--- src/rtl/step_rate_controller.sv ---
// Stepper step-clock generator: decodes remote commands into step_clk with accel/decel ramp and time-boxed turns.
// Optional watchdog auto-stop is compiled in when STEP_WATCHDOG_EN is defined.
module step_rate_controller #(
   parameter int unsigned CW          = 16,
   parameter int unsigned DIV_START   = 50000,
   parameter int unsigned DIV_MIN     = 12500,
   parameter int unsigned RAMP_STEP   = 500,
   parameter int unsigned TURN_STEPS  = 512,
   parameter int unsigned WDOG_CYCLES = 5000000
) (
   input  logic       clk,
   input  logic       rst,
   input  logic       cmd_valid,
   input  logic [2:0] cmd,
   output logic       cmd_ready,
   output logic       step_clk,
   output logic       en,
   output logic [1:0] rotate,
   output logic       turning
);
   localparam int unsigned   TW      = $clog2(TURN_STEPS + 1);
   localparam logic [CW-1:0] START_C = CW'(DIV_START);
   localparam logic [CW-1:0] MIN_C   = CW'(DIV_MIN);
   localparam logic [CW-1:0] STEP_C  = CW'(RAMP_STEP);
   localparam logic [TW-1:0] TURN_C  = TW'(TURN_STEPS);

   typedef enum logic [1:0] {IDLE, RAMP, CRUISE, DECEL} state_t;

   state_t        state;
   logic [CW-1:0] period, div_cnt, period_dn, period_up;
   logic [TW-1:0] turn_cnt;
   logic          div_wrap, step_evt, estop, accept;
   logic          go_fwd, go_left, go_right, stop_req, wdog_fire, decel_done;

   always_comb begin
      div_wrap   = (state != IDLE) && (div_cnt == period - 1'b1);
      step_evt   = div_wrap && !step_clk;
      estop      = cmd_valid && (cmd == 3'b100);
      accept     = cmd_valid && (state != DECEL);
      go_fwd     = accept && (cmd == 3'b001);
      go_left    = accept && (cmd == 3'b010);
      go_right   = accept && (cmd == 3'b011);
      stop_req   = ((accept && (cmd == 3'b000)) || wdog_fire) && ((state == RAMP) || (state == CRUISE));
      decel_done = (state == DECEL) && step_evt && (period == START_C);
      // One extra bit keeps both ramp comparisons free of wrap-around.
      period_dn  = ({1'b0, period} < ({1'b0, MIN_C} + {1'b0, STEP_C})) ? MIN_C : period - STEP_C;
      period_up  = (({1'b0, period} + {1'b0, STEP_C}) > {1'b0, START_C}) ? START_C : period + STEP_C;
   end

   always_ff @(posedge clk) begin
      if (rst || estop) begin
         state     <= IDLE;
         period    <= START_C;
         div_cnt   <= '0;
         step_clk  <= 1'b0;
         en        <= 1'b0;
         rotate    <= 2'b00;
         turning   <= 1'b0;
         turn_cnt  <= '0;
         cmd_ready <= 1'b1;
      end else if (state == IDLE) begin
         div_cnt   <= '0;
         step_clk  <= 1'b0;
         cmd_ready <= 1'b1;
         en        <= go_fwd || go_left || go_right;
         if (go_fwd || go_left || go_right) begin
            state  <= RAMP;
            period <= START_C;
         end
         if (go_left) begin
            rotate   <= 2'b01;
            turn_cnt <= TURN_C;
            turning  <= 1'b1;
         end
         if (go_right) begin
            rotate   <= 2'b10;
            turn_cnt <= TURN_C;
            turning  <= 1'b1;
         end
      end else begin
         if (div_wrap) begin
            div_cnt  <= '0;
            step_clk <= !step_clk;
         end else begin
            div_cnt  <= div_cnt + 1'b1;
         end
         if (step_evt && (state == RAMP)) begin
            period <= period_dn;
            if (period_dn == MIN_C) state <= CRUISE;
         end
         if (step_evt && (state == DECEL)) period <= period_up;
         if (stop_req) state <= DECEL;
         // Later command loads deliberately override the step-event decrement.
         if (step_evt && (turn_cnt != '0)) begin
            turn_cnt <= turn_cnt - 1'b1;
            if (turn_cnt == TW'(1)) begin
               rotate  <= 2'b00;
               turning <= 1'b0;
            end
         end
         if (go_fwd) begin
            rotate   <= 2'b00;
            turn_cnt <= '0;
            turning  <= 1'b0;
         end
         if (go_left) begin
            rotate   <= 2'b01;
            turn_cnt <= TURN_C;
            turning  <= 1'b1;
         end
         if (go_right) begin
            rotate   <= 2'b10;
            turn_cnt <= TURN_C;
            turning  <= 1'b1;
         end
         cmd_ready <= (state == DECEL) ? decel_done : !stop_req;
         if (decel_done) begin
            state    <= IDLE;
            en       <= 1'b0;
            step_clk <= 1'b0;
            rotate   <= 2'b00;
            turning  <= 1'b0;
            turn_cnt <= '0;
            div_cnt  <= '0;
         end
      end
   end

`ifdef STEP_WATCHDOG_EN
   logic [31:0] wdog_cnt;

   always_ff @(posedge clk) begin
      if (rst || cmd_valid || (state == IDLE) || wdog_fire)
         wdog_cnt <= '0;
      else
         wdog_cnt <= wdog_cnt + 1'b1;
   end

   assign wdog_fire = !cmd_valid && (state != IDLE) && (wdog_cnt == 32'(WDOG_CYCLES - 1));
`else
   assign wdog_fire = 1'b0;
`endif

endmodule

--- config.mk ---
export PLATFORM = sky130hd
export DESIGN_NAME = step_rate_controller
export DESIGN_NICKNAME = d
export VERILOG_FILES = /design/src/rtl/step_rate_controller.sv
export SDC_FILE = /design/constraint.sdc
export NUM_CORES = 1
export LEC_CHECK = 0
export BUFFER_PORTS_ARGS = -buffer_cell sky130_fd_sc_hd__buf_2
export CAP_MARGIN = 20
export CORE_ASPECT_RATIO = 2
export CORE_UTILIZATION = 62
export DETAILED_ROUTE_END_ITERATION = 10
export PLACE_DENSITY_LB_ADDON = 0.05
export SETUP_SLACK_MARGIN = 0.02
export SLEW_MARGIN = 10
export SYNTH_ARGS = -nofsm -noshare
export SYNTH_HDL_FRONTEND = slang
export SYNTH_SLANG_ARGS = --single-unit
--- constraint.sdc ---
create_clock -name clk -period 8.5 [get_ports clk]
set_clock_uncertainty 0.2 [all_clocks]
set_input_delay 2.125 -clock clk [delete_from_list [all_inputs] [get_ports clk]]
set_output_delay 2.125 -clock clk [all_outputs]
set_load 0.005 [all_outputs]
# Yosys cells after proc, flatten, opt, wreduce, memory -nomap -nowiden
# Index checks and enable logic that the tools add are counted.
# totals
register_bits	50
inputBits	6
output_inout_bits	6
wordCells	108
# op_classes
add_sub_neg	6
magnitude_cmp	2
n_eq_ne	14
mux	41
reduce_logical	36
# op_table
cell	count
$mux W16	6
$mux W10	8
$mux W2	15
$add A16 B9 Y17 const B	1
$gt A17 B16 Y1 const B	1
$add A16 B1 Y16 const B	1
$add A16 B9 Y16 const B	1
$eq A16 B14 Y1 const B	1
$eq A16 B16 Y1	1
$eq A16 B16 Y1 const B	1
$lt A16 B14 Y1 const B	1
$sub A16 B1 Y16 const B	1
$sub A16 B9 Y16 const B	1
$logic_and A1 B1 Y1	13
$mux W1	12
$eq A10 B1 Y1 const B	1
$reduce_bool A10 Y1	1
$reduce_bool A5 Y1	2
$sub A10 B1 Y10 const B	1
$reduce_bool A4 Y1	2
$eq A3 B2 Y1 const B	2
$reduce_and A3 Y1	2
$eq A2 B2 Y1 const B	2
$logic_or A1 B1 Y1	4
other kinds (15)	18

# Logic depth before layout (Yosys ltp)
# Gate-level depths: netlist of the first run.
# logic_depth
word_depth	11
mapped_depth	14
depth_no_buf	11

# Worst setup path after synthesis of the first run
# Ideal clock, no wire load.
# synth_timing
kind	input -> register
start	input cmd[2]
end	register period[10]
setup_ns	0.120
arrival_ns	3.681
required_time_ns	8.180
slack_ns	4.500
stages	6
path_buffers	1
cell_sequence	nor3b_1 > o21ai_0 > a21oi_1 > clkbuf_1 > a21boi_0 > o31a_1
# synth_between
elab_chain_len	6
word_cells_on_any_way	13
classes_between	eq/ne (5); reduce/logical (8)
# synth_lines
item	line_no	source
start, declared	14	input logic [2:0] cmd,
$eq A3 B1 Y1 / $eq A3 B2 Y1 (equally long branches)	40, 41	
$logic_and A1 B1 Y1 (on tied branches)	40, 41	
$logic_or A1 B1 Y1 (2 in series)	66	if (go_fwd || go_left || go_right) begin
$ne A2 B1 Y1 (no line)	n/a	
$reduce_and A2 Y1 (no line)	n/a	
end signal, assigned	88	period <= period_dn;
end signal, assigned	91	if (step_evt && (state == DECEL)) period <= period_up;
end, declared	30	logic [CW-1:0] period, div_cnt, period_dn, period_up;
# Parallel ways exist; a longest one is shown, timed or not.
# A chain may end at the register's enable or synchronous reset.

# Worst setup path in the final report of the first run
# Ends and elaborated chain as after synthesis.

==> metrics.md, run 1 <==
| Metric | Value |
|---|---|
| Number of antenna violations at the first check in global routing | 0 |
| Share of synthesized flip-flops with an asynchronous set or reset | 0 |
| Antenna Diode Count | 0 |
| Number of buffers created by CTS | 5 |
| Count of endpoints failing setup in the final report | 0 |
| Global Route Usage Sum | 0.3754 |
| Die width | 58 um |
| Reg-to-reg endpoint | period[5] |
| Timing startpoint of the critical path | cmd[2] |
| Net count of the mapped netlist | 543 |
| Area of the placeable core | 0.006006 mm2 |
| Largest family of logic cells by synthesized area | simple AND/OR/NAND/NOR gates |
| Xor/xnor share of the synthesized area | 0.09459 |
| Number of port buffers | 11 |
| Number of iterations in the first detailed-routing pass | 5 |
| Number of instances in the placed design | 568 |
| Cell types with the largest area share after synthesis | sky130_fd_sc_hd__dfxtp_1 26%, sky130_fd_sc_hd__xnor2_1 5.9%, sky130_fd_sc_hd__nand2_1 5.0% |
| Number of global-route vias before repair | 3876 |
| Uppermost metal layer occupied by signal nets | met4 |
| Max-capacitance violation count | 0 |
| Starting utilization of the core area | 0.6475 |
| Number of vias after detailed routing | 3972 |
| Max-slew violation total from the final report | 0 |
| Number of different library cells in the post-synthesis netlist | 64 |
| Worst hold path endpoint | rotate[1] |
| Unrepaired setup endpoints after global routing | no |
| Total power divided by cell area | 130.9 mW/mm2 |
| Delay of the slowest cell on the worst path | 800 ps |
| Pin count of the biggest net entering global routing | 25 |
| Number of enable flip-flop cells after synthesis | 0 |
| Initial DRC count | 287 |
| Class of the most critical setup path | input pin to register |
| Pwr Total | 0.5276 mW |
| Drt via density | 6.908 |
| Met3 wire length | 527 um |
| Mean instance size in the synthesized netlist | 7.379 um2 |
| Clock transition at the registers of the reported paths | 70 ps |
| Hold path depth | 2 |
| Buffers from clock root to sink, at most | 2 |
| Top cell type's share of synthesized area | 0.2574 |
| Period minus WS final | 4528 ps |
| Crit-path cells | buf_2 > nor3b_1 > o21ai_0 > a21oi_1 > a21boi_0 > o31a_1 |
| Peak supply drop | 149.2 uV |
| Most frequently used flop master after synthesis | sky130_fd_sc_hd__dfxtp_1 |
| Net count reported at finish | 528 |
| # IOs | 12 |
| Aggregate routed wire length | 11.81 mm |
| Hold path startpoint | rotate[1] |
| Worst-path fanout max | 11 |
| Worst hold path type | register to register |
| Worst-path cell with the longest stage delay | sky130_fd_sc_hd__a21oi_1 |
| Share of final-layout standard cells stronger than drive strength 1 | 0.06055 |
| Antenna-violating nets left | 0 |
| Cell count after synthesis | 527 |
| Half-perimeter wire length after placement | 9.020 mm |
| Synthesis-to-finish area growth | 3.668% |
| Post-synthesis register bit count | 50 |
| Average wire length per cell after detail routing | 20.54 um |
| Worst R2R Path Depth | 9 |
| Register-to-register path setup slack | 3970 ps |
| Post-Synth Adder-Cell Area | 0.03218 |
| Multiplexer area fraction after synthesis | 0.008366 |
| Crit path arrival time | 4520 ps |
| Setup Fix Bufs, Post-CTS | 0 |
| Max_slew headroom | 0.4086 |
| Number of warnings reported in the yosys synthesis log | 0 |
| CTS Sinks | 50 |
| Result of the run | completed |
| Finished Cell Area | 0.004031 mm2 |
| Final period util | 0.5327 |
| Cell type contributing the most total cell area after synthesis | sky130_fd_sc_hd__dfxtp_1 |
| Sum of negative setup slack | 0 ps |
| Total of fill cells in the finished design | 567 |
| Register area share after synthesis | 0.2574 |
| Startpoint type of the worst setup path | input pin |
| Number of cell rows | 40 |
| Clock Tree Root | sky130_fd_sc_hd__clkbuf_16 |
| Depth of the CTS H-tree | 2 |
| Beginning of the worst register-to-register path | period[5] |
| Vertical extent of the die | 114 um |
| DP Area | 0.003895 mm2 |
| Compound-gate portion of the synthesized area | 0.2082 |
| Util after Layout | 0.6713 |
| Met2 Wirelength | 6.349 mm |
| Transition time at the pin with the least slew margin | 887.1 ps |
| Commonest cells in the netlist | 52 x sky130_fd_sc_hd__nand2_1, 50 x sky130_fd_sc_hd__dfxtp_1, 50 x sky130_fd_sc_hd__nor2_1, 31 x sky130_fd_sc_hd__clkbuf_1, 31 x sky130_fd_sc_hd__nand3_1 |
| Endpoint type of the worst setup path | register |
| Gr ovfl total | 0 |
| Global-route wire length before repair | 18.71 mm |
| CTS Hold Bufs | 0 |
| Clock tree from TritonCTS | yes |
| Basic-gate share of the synthesized area counting and, or, nand and nor cells | 0.3501 |
| Placer congestion estimate | 0.9340 |
| Gates resized, CTS repair | 0 |
| Number of standard cells in the layout, taps in and fillers out | 575 |
| Post-synth design cell area | 0.003889 mm2 |
| F_max | 220.8 MHz |
| Static leakage | 1.437 nW |
| Total die area | 0.006612 mm2 |
| Most repeated cell in the gate-level netlist after synthesis | sky130_fd_sc_hd__nand2_1 |
| Residual DRC | 0 |
| Wire length the detailed router placed on met1 | 3.968 mm |
| Req. time, crit path | 8490 ps |
| Clock Latency Late Sink | 300 ps |
| Final hold violation count | 0 |
-- placed cells by master (no fill, tap or decap), types with 6 or more instances in the layout --
master	synthesis	final
sky130_fd_sc_hd__nand3_1	31	31
sky130_fd_sc_hd__o21ai_0	27	27
sky130_fd_sc_hd__a311oi_1	7	7
sky130_fd_sc_hd__nor3_1	13	13
sky130_fd_sc_hd__nor2_1	50	50
sky130_fd_sc_hd__nor4_1	13	13
sky130_fd_sc_hd__or3_1	8	8
sky130_fd_sc_hd__ha_1	10	10
sky130_fd_sc_hd__nand4_1	7	7
sky130_fd_sc_hd__a21o_1	8	8
sky130_fd_sc_hd__a211oi_1	6	6
sky130_fd_sc_hd__xor2_1	16	16
sky130_fd_sc_hd__nand2b_1	7	7
sky130_fd_sc_hd__a31oi_1	7	7
sky130_fd_sc_hd__and3_1	16	16
sky130_fd_sc_hd__a21oi_1	30	30
sky130_fd_sc_hd__xnor2_1	26	26
sky130_fd_sc_hd__buf_2	0	11
sky130_fd_sc_hd__inv_1	15	15
sky130_fd_sc_hd__dfxtp_1	50	50
sky130_fd_sc_hd__nand2_1	52	52
sky130_fd_sc_hd__nor2b_1	8	8
-- power breakdown --
group	switching, mW	internal, mW	leakage [nW]	total, mW
registers	0.0104	0.239	0.404	0.249
clock network	0.0908	0.108	0.0629	0.199
logic	0.0531	0.0269	0.970	0.0800
-- critical path: cells and delay by family --
kind | cells | cell delay, ps
simple gates | 1 | 550
buf+inv | 1 | 110
compound gates | 4 | 1730
-- registers in the layout (all words and copies together) (netlist names) --
signal,count
div_cnt,16
state,2
rotate,2
turning,1
cmd_ready,1
en,1
period,16
turn_cnt,10
step_clk,1
-- layer usage --
layer | GRT usage | vias to the layer above
met5 | 0 | -
met4 | 0.3095 | 0
met3 | 0.05442 | 62
met2 | 0.6812 | 143
met1 | 0.3544 | 1857
li1 | - | 1910
-- cell type report --
cell class	instances	area (um2)	area share
tap	63	78.83	0.01955
multi-input combinational	428	2696	0.6688
clock inverter	1	7.507	0.001862
inverter	15	56.30	0.01397
sequential	50	1001	0.2483
clock buffer	6	128.9	0.03197
timing repair buffer	12	62.56	0.01552
-- kinds of logic (layout without fill, tap and decap cells) --
family / after synthesis / in the layout
multiplexers: 3 / 3
flip-flops: 50 / 50
AO/OA/AOI/OAI: 123 / 123
adder cells (fa/ha/maj): 10 / 10
AND/OR/NAND/NOR: 250 / 250
XOR/XNOR: 42 / 42
buffers and inverters: 49 / 34
-- through the flow --
step,setup WS [ps],hold slack (ps)
3_5_place_dp,3745,267.1
5_1_grt,3725,297.7
3_3_place_gp,3785,256.5
6_report,3972,275.5
2_1_floorplan,4500,235.8
4_1_cts,4064,277.4
-- worst max-delay path by stage --
stage	endpoint	slack, ps	cells past startpoint
2_1_floorplan	period[10]	4500	6
3_5_place_dp	period[10]	3740	6
5_1_grt	period[9]	3720	6
3_3_place_gp	period[5]	3780	6
4_1_cts	period[5]	4060	6
6_report	period[10]	3970	6
No activity file was read; power rests on OpenSTA's default activity.
==> inputs of run 2 (changes only) <==
Settings changed: CORE_UTILIZATION 62 to 57.
Clock period 8.5 ns to 4.1 ns, I/O delays scaled along.
==> metrics.md, run 2 (same netlist as run 1, synthesis figures left out) <==
| Metric | Value |
|---|---|
| Result of the run | completed |
| Period minus WS final | 3904 ps |
| Total of fill cells in the finished design | 661 |
| Die width | 60.41 um |
| Worst R2R Path Depth | 12 |
| Req. time, crit path | 4050 ps |
| Crit-path cells | inv_1 > ha_1 > nand2_1 > or3_1 > a32oi_1 > a21oi_1 > or3_4 > or4_4 > buf_4 > and3_1 > a21oi_1 > a41oi_1 |
| Number of iterations in the first detailed-routing pass | 5 |
| Antenna-violating nets left | 0 |
| Global-route wire length before repair | 19.96 mm |
| Drt via density | 6.686 |
| GR met3 Demand/Resource | 0.06732 |
| Crit path arrival time | 3850 ps |
| Beginning of the worst register-to-register path | period[3] |
| Worst-path cell with the longest stage delay | sky130_fd_sc_hd__or3_4 |
| Starting utilization of the core area | 0.5873 |
| Total net switching power | 0.3217 mW |
| Clock tree from TritonCTS | yes |
| Most common cell type on the critical path | sky130_fd_sc_hd__a21oi_1 |
| Internal power | 0.7963 mW |
| Half-perimeter wire length after placement | 10.04 mm |
| Sum of negative setup slack | 0 ps |
| Buffers from clock root to sink, at most | 2 |
| Worst hold path type | register to register |
| CTS Sinks | 50 |
| Number of standard cells in the layout, taps in and fillers out | 617 |
| Max-slew violation total from the final report | 0 |
| # IOs | 12 |
| Total power divided by cell area | 265.6 mW/mm2 |
| Clock Tree Root | sky130_fd_sc_hd__clkbuf_16 |
| Share of final-layout standard cells stronger than drive strength 1 | 0.09263 |
| Placer congestion estimate | 0.9806 |
| Global Route Usage Sum | 0.3811 |
| Class of the most critical setup path | register to register |
| Max-capacitance violation count | 0 |
| Worst hold path endpoint | turning |
| Max_slew headroom | 0.5302 |
| Number of port buffers | 11 |
| Register-to-register path setup slack | 200 ps |
| Transition time at the pin with the least slew margin | 704.7 ps |
| Average wire length per cell after detail routing | 21.26 um |
| Startpoint type of the worst setup path | register |
| Top Registers | div_cnt: 16 flops, period: 16 flops, turn_cnt: 10 flops |
| Gr ovfl total | 0 |
| Clock power share | 0.371 |
| M2 GR Usage | 0.6765 |
| Antenna Diode Count | 0 |
| Hold path startpoint | turning |
| Number of buffers created by CTS | 5 |
| Hold path depth | 2 |
| Number of instances in the placed design | 611 |
| Vertical extent of the die | 118.8 um |
| Aggregate routed wire length | 13.12 mm |
| Finished Cell Area | 0.004209 mm2 |
| Most common cell after layout, fill and taps aside | sky130_fd_sc_hd__nand2_1 |
| Global routing's busiest layer | met2 |
| Peak supply drop | 218.3 uV |
| Clock transition at the registers of the reported paths | 60 ps |
| Reg-to-reg endpoint | period[7] |
| Clock Latency Late Sink | 290 ps |
| Initial DRC count | 193 |
| Met1 global-route usage | 0.3408 |
| F_max | 256.2 MHz |
| DP Area | 0.004061 mm2 |
| Area of the placeable core | 0.006621 mm2 |
| Number of global-route vias before repair | 4015 |
| Static leakage | 1.530 nW |
| Delay of the slowest cell on the worst path | 440 ps |
| Number of cell rows | 42 |
| Count of endpoints failing setup in the final report | 0 |
| Net count reported at finish | 546 |
| Util after Layout | 0.6357 |
| Net switching fraction of the power | 0.2878 |
| Final hold violation count | 0 |
| Final period util | 0.9521 |
| Setup Fix Bufs, Post-CTS | 0 |
| Pwr Total | 1.118 mW |
| Number of antenna violations at the first check in global routing | 0 |
| Total die area | 0.007177 mm2 |
| Endpoint type of the worst setup path | register |
| Top library cells by usage in the layout, fill and taps aside | 52 x sky130_fd_sc_hd__nand2_1, 50 x sky130_fd_sc_hd__nor2_1, 50 x sky130_fd_sc_hd__dfxtp_1, 31 x sky130_fd_sc_hd__nand3_1, 30 x sky130_fd_sc_hd__a21oi_1 |
| Worst-path fanout max | 13 |
| Number of vias after detailed routing | 4125 |
| Depth of the CTS H-tree | 2 |
| Residual DRC | 0 |
| Sequential fraction of design power | 0.456 |
| Synthesis-to-finish area growth | 8.237% |
| Pin count of the biggest net entering global routing | 24 |
| Unrepaired setup endpoints after global routing | no |
| Comb power frac | 0.173 |
-- run 2: layout make-up --
type	instances	area (um2)	area share
tap	88	110.1	0.02616
sequential	50	1001	0.2378
inverter	15	56.30	0.01338
timing repair buffer	30	197.7	0.04697
multi-input combinational	428	2705	0.6427
clock buffer	6	138.9	0.03300
-- run 2: timing repair --
item,4_1_cts,5_1_grt
resized for setup,0,1
endpoints found under the setup margin,0,4
hold buffers,0,0
-- run 2: routing by layer --
| metal | up-vias | share of wire |
|---|---|---|
| met4 | 0 | 0.10 |
| met5 | - | 0 |
| met3 | 78 | 0.045 |
| met2 | 158 | 0.52 |
| li1 | 1935 | - |
| met1 | 1954 | 0.34 |
-- run 2: worst max-delay path by stage --
stage	startpoint	end	slack, ps	cells after the start
floorplan	period[2]	period[5]	330	13
global placement	period[7]	period[7]	290	10
detailed placement	period[7]	period[7]	210	10
CTS	period[7]	period[7]	200	10
global route	period[7]	period[7]	40	10
finish	period[3]	period[7]	200	12
-- run 2: critical path: cells and delay by family, from the launching register on --
family	cells	cell delay (ps)
simple gates	5	1660
fa+ha+maj	1	420
buf+inv	2	270
compound gates	4	880
flops	1	310
-- run 2: per-stage QoR --
step           hold WS (ps)  setup WS (ps)
6_report              276.9          196.3
5_1_grt               301.9          44.02
3_3_place_gp          256.7          285.8
2_1_floorplan         235.8          328.9
4_1_cts               277.6          195.7
3_5_place_dp          266.3          214.8
-- run 2: power by group through the flow --
stage	Sequential, mW	Combinational, mW	Clock [mW]
2_1_floorplan	0.512	0.128	0
3_3_place_gp	0.519	0.185	0
3_5_place_dp	0.520	0.187	0
4_1_cts	0.509	0.188	0.420
5_1_grt	0.511	0.207	0.433
6_report	0.510	0.193	0.415
==> inputs of run 3 (changes only) <==
Settings changed: CTS_BUF_LIST set to sky130_fd_sc_hd__clkbuf_16, TNS_END_PERCENT set to 100.
==> metrics.md, run 3 (same netlist as run 1, synthesis figures left out) <==
| Metric | Value |
|---|---|
| Synthesis-to-finish area growth | 7.979% |
| Aggregate routed wire length | 13.07 mm |
| Pwr Total | 1.098 mW |
| Crit-path leading delay family | simple AND/OR/NAND/NOR gates |
| Top library cells by usage in the layout, fill and taps aside | 52 x sky130_fd_sc_hd__nand2_1, 50 x sky130_fd_sc_hd__nor2_1, 50 x sky130_fd_sc_hd__dfxtp_1, 31 x sky130_fd_sc_hd__nand3_1, 30 x sky130_fd_sc_hd__a21oi_1 |
| Final hold violation count | 0 |
| Buffers from clock root to sink, at most | 2 |
| Startpoint type of the worst setup path | register |
| Worst slack, placed | 214.8 ps |
| Worst-path fanout max | 13 |
| Peak supply drop | 218.4 uV |
| Gates resized, CTS repair | 0 |
| Number of buffers created by CTS | 5 |
| Global-route wire length before repair | 19.95 mm |
| Max-slew violation total from the final report | 0 |
| Antenna-violating nets left | 0 |
| Class of the most critical setup path | register to register |
| Average wire length per cell after detail routing | 21.18 um |
| Crit path arrival time | 3900 ps |
| F_max | 253.1 MHz |
| Count of endpoints failing setup in the final report | 0 |
| Clock transition at the registers of the reported paths | 60 ps |
| Total die area | 0.007177 mm2 |
| Util after Layout | 0.6342 |
| Number of vias after detailed routing | 4123 |
| Residual DRC | 0 |
| Number of port buffers | 11 |
| Result of the run | completed |
| Net count reported at finish | 546 |
| Clock Tree Root | sky130_fd_sc_hd__clkbuf_16 |
| Number of cell rows | 42 |
| Worst hold path type | register to register |
| # IOs | 12 |
| Most common cell type on the critical path | sky130_fd_sc_hd__a21oi_1 |
| Final period util | 0.9637 |
| Total power divided by cell area | 261.5 mW/mm2 |
| Unrepaired setup endpoints after global routing | no |
| Transition time at the pin with the least slew margin | 729.4 ps |
| Timing startpoint of the critical path | period[3] |
| Endpoint type of the worst setup path | register |
| Clock tree from TritonCTS | yes |
| Critical path buffer and inverter count | 2 |
| Top Registers | div_cnt: 16 flops, period: 16 flops, turn_cnt: 10 flops |
| Beginning of the worst register-to-register path | period[3] |
| Share of final-layout standard cells stronger than drive strength 1 | 0.09074 |
| Depth of the CTS H-tree | 2 |
| CTS Sinks | 50 |
| Die width | 60.41 um |
| Max_slew headroom | 0.5137 |
| Minimum setup slack in the final design | 148.8 ps |
| Clock Latency Late Sink | 290 ps |
| Req. time, crit path | 4040 ps |
| Global Route Usage Sum | 0.3816 |
| Delay of the slowest cell on the worst path | 440 ps |
| Static leakage | 1.524 nW |
| Pin count of the biggest net entering global routing | 24 |
| Antenna Diode Count | 0 |
| Worst-path cell with the longest stage delay | sky130_fd_sc_hd__or3_4 |
| Half-perimeter wire length after placement | 10.04 mm |
| Number of global-route vias before repair | 4012 |
| Period minus WS final | 3951 ps |
| Gr ovfl total | 0 |
| Number of iterations in the first detailed-routing pass | 7 |
| Area of the placeable core | 0.006621 mm2 |
| Placer congestion estimate | 0.9806 |
| Most common cell after layout, fill and taps aside | sky130_fd_sc_hd__nand2_1 |
| Initial DRC count | 196 |
| Hold path startpoint | turning |
| Starting utilization of the core area | 0.5873 |
| Sum of negative setup slack | 0 ps |
| Crit-path cells | inv_1 > ha_1 > nand2_1 > or3_1 > a32oi_1 > a21oi_1 > or3_4 > or4_4 > buf_4 > and3_1 > a21oi_1 > a41oi_1 |
| Max-capacitance violation count | 0 |
| Number of antenna violations at the first check in global routing | 0 |
| Worst Hold Slack | 276.9 ps |
| Vertical extent of the die | 118.8 um |
| Drt via density | 6.682 |
| CTS Hold Bufs | 0 |
| Setup Fix Bufs, Post-CTS | 0 |
-- run 3: report_power, final --
group / switching [mW] / total (mW) / internal [mW]
clock: 0.177 / 0.394 / 0.218
combinational: 0.129 / 0.194 / 0.0651
sequential: 0.0151 / 0.510 / 0.495
-- run 3: layout make-up --
cell class	instances	area (um2)
fillers	663	2422
clock buffers	5	125.1
well taps	88	110.1
clock inverters	1	3.754
multi-input cells	428	2705
repair buffers	30	197.7
flip-flops and latches	50	1001
inverters	15	56.30
-- run 3: worst register-to-register path, stage by stage, from the launching register on --
cell and delay, ps:
sky130_fd_sc_hd__dfxtp_1 310, sky130_fd_sc_hd__inv_1 70, sky130_fd_sc_hd__ha_1 430, sky130_fd_sc_hd__nand2_1 190
sky130_fd_sc_hd__or3_1 360, sky130_fd_sc_hd__a32oi_1 210, sky130_fd_sc_hd__a21oi_1 140, sky130_fd_sc_hd__or3_4 440
sky130_fd_sc_hd__or4_4 430, sky130_fd_sc_hd__buf_4 200, sky130_fd_sc_hd__and3_1 280, sky130_fd_sc_hd__a21oi_1 380
sky130_fd_sc_hd__a41oi_1 190
-- run 3: layer usage --
metal  GRT usage  up-vias  share of wire
met5           0        -              0
met2      0.6779      186           0.52
li1            -     1931              -
met1      0.3422     1928           0.32
met4      0.3256        0           0.10
met3     0.06732       78          0.053
-- run 3: path summary, 6_finish.rpt --
check                                 end  slack, ps  depth (start not counted)
worst min-delay path              turning        280                          2
worst max-delay path            period[7]        150                         12
worst min register to register    turning        280                          2
worst max register to register  period[7]        150                         12
-- run 3: per-stage QoR --
| step | std cells | cell area (um2) |
|---|---|---|
| floorplan | 527 | 3889 |
| global placement | 611 | 4061 |
| detailed placement | 611 | 4061 |
| CTS | 617 | 4190 |
| global route | 617 | 4199 |
| finish | 617 | 4199 |
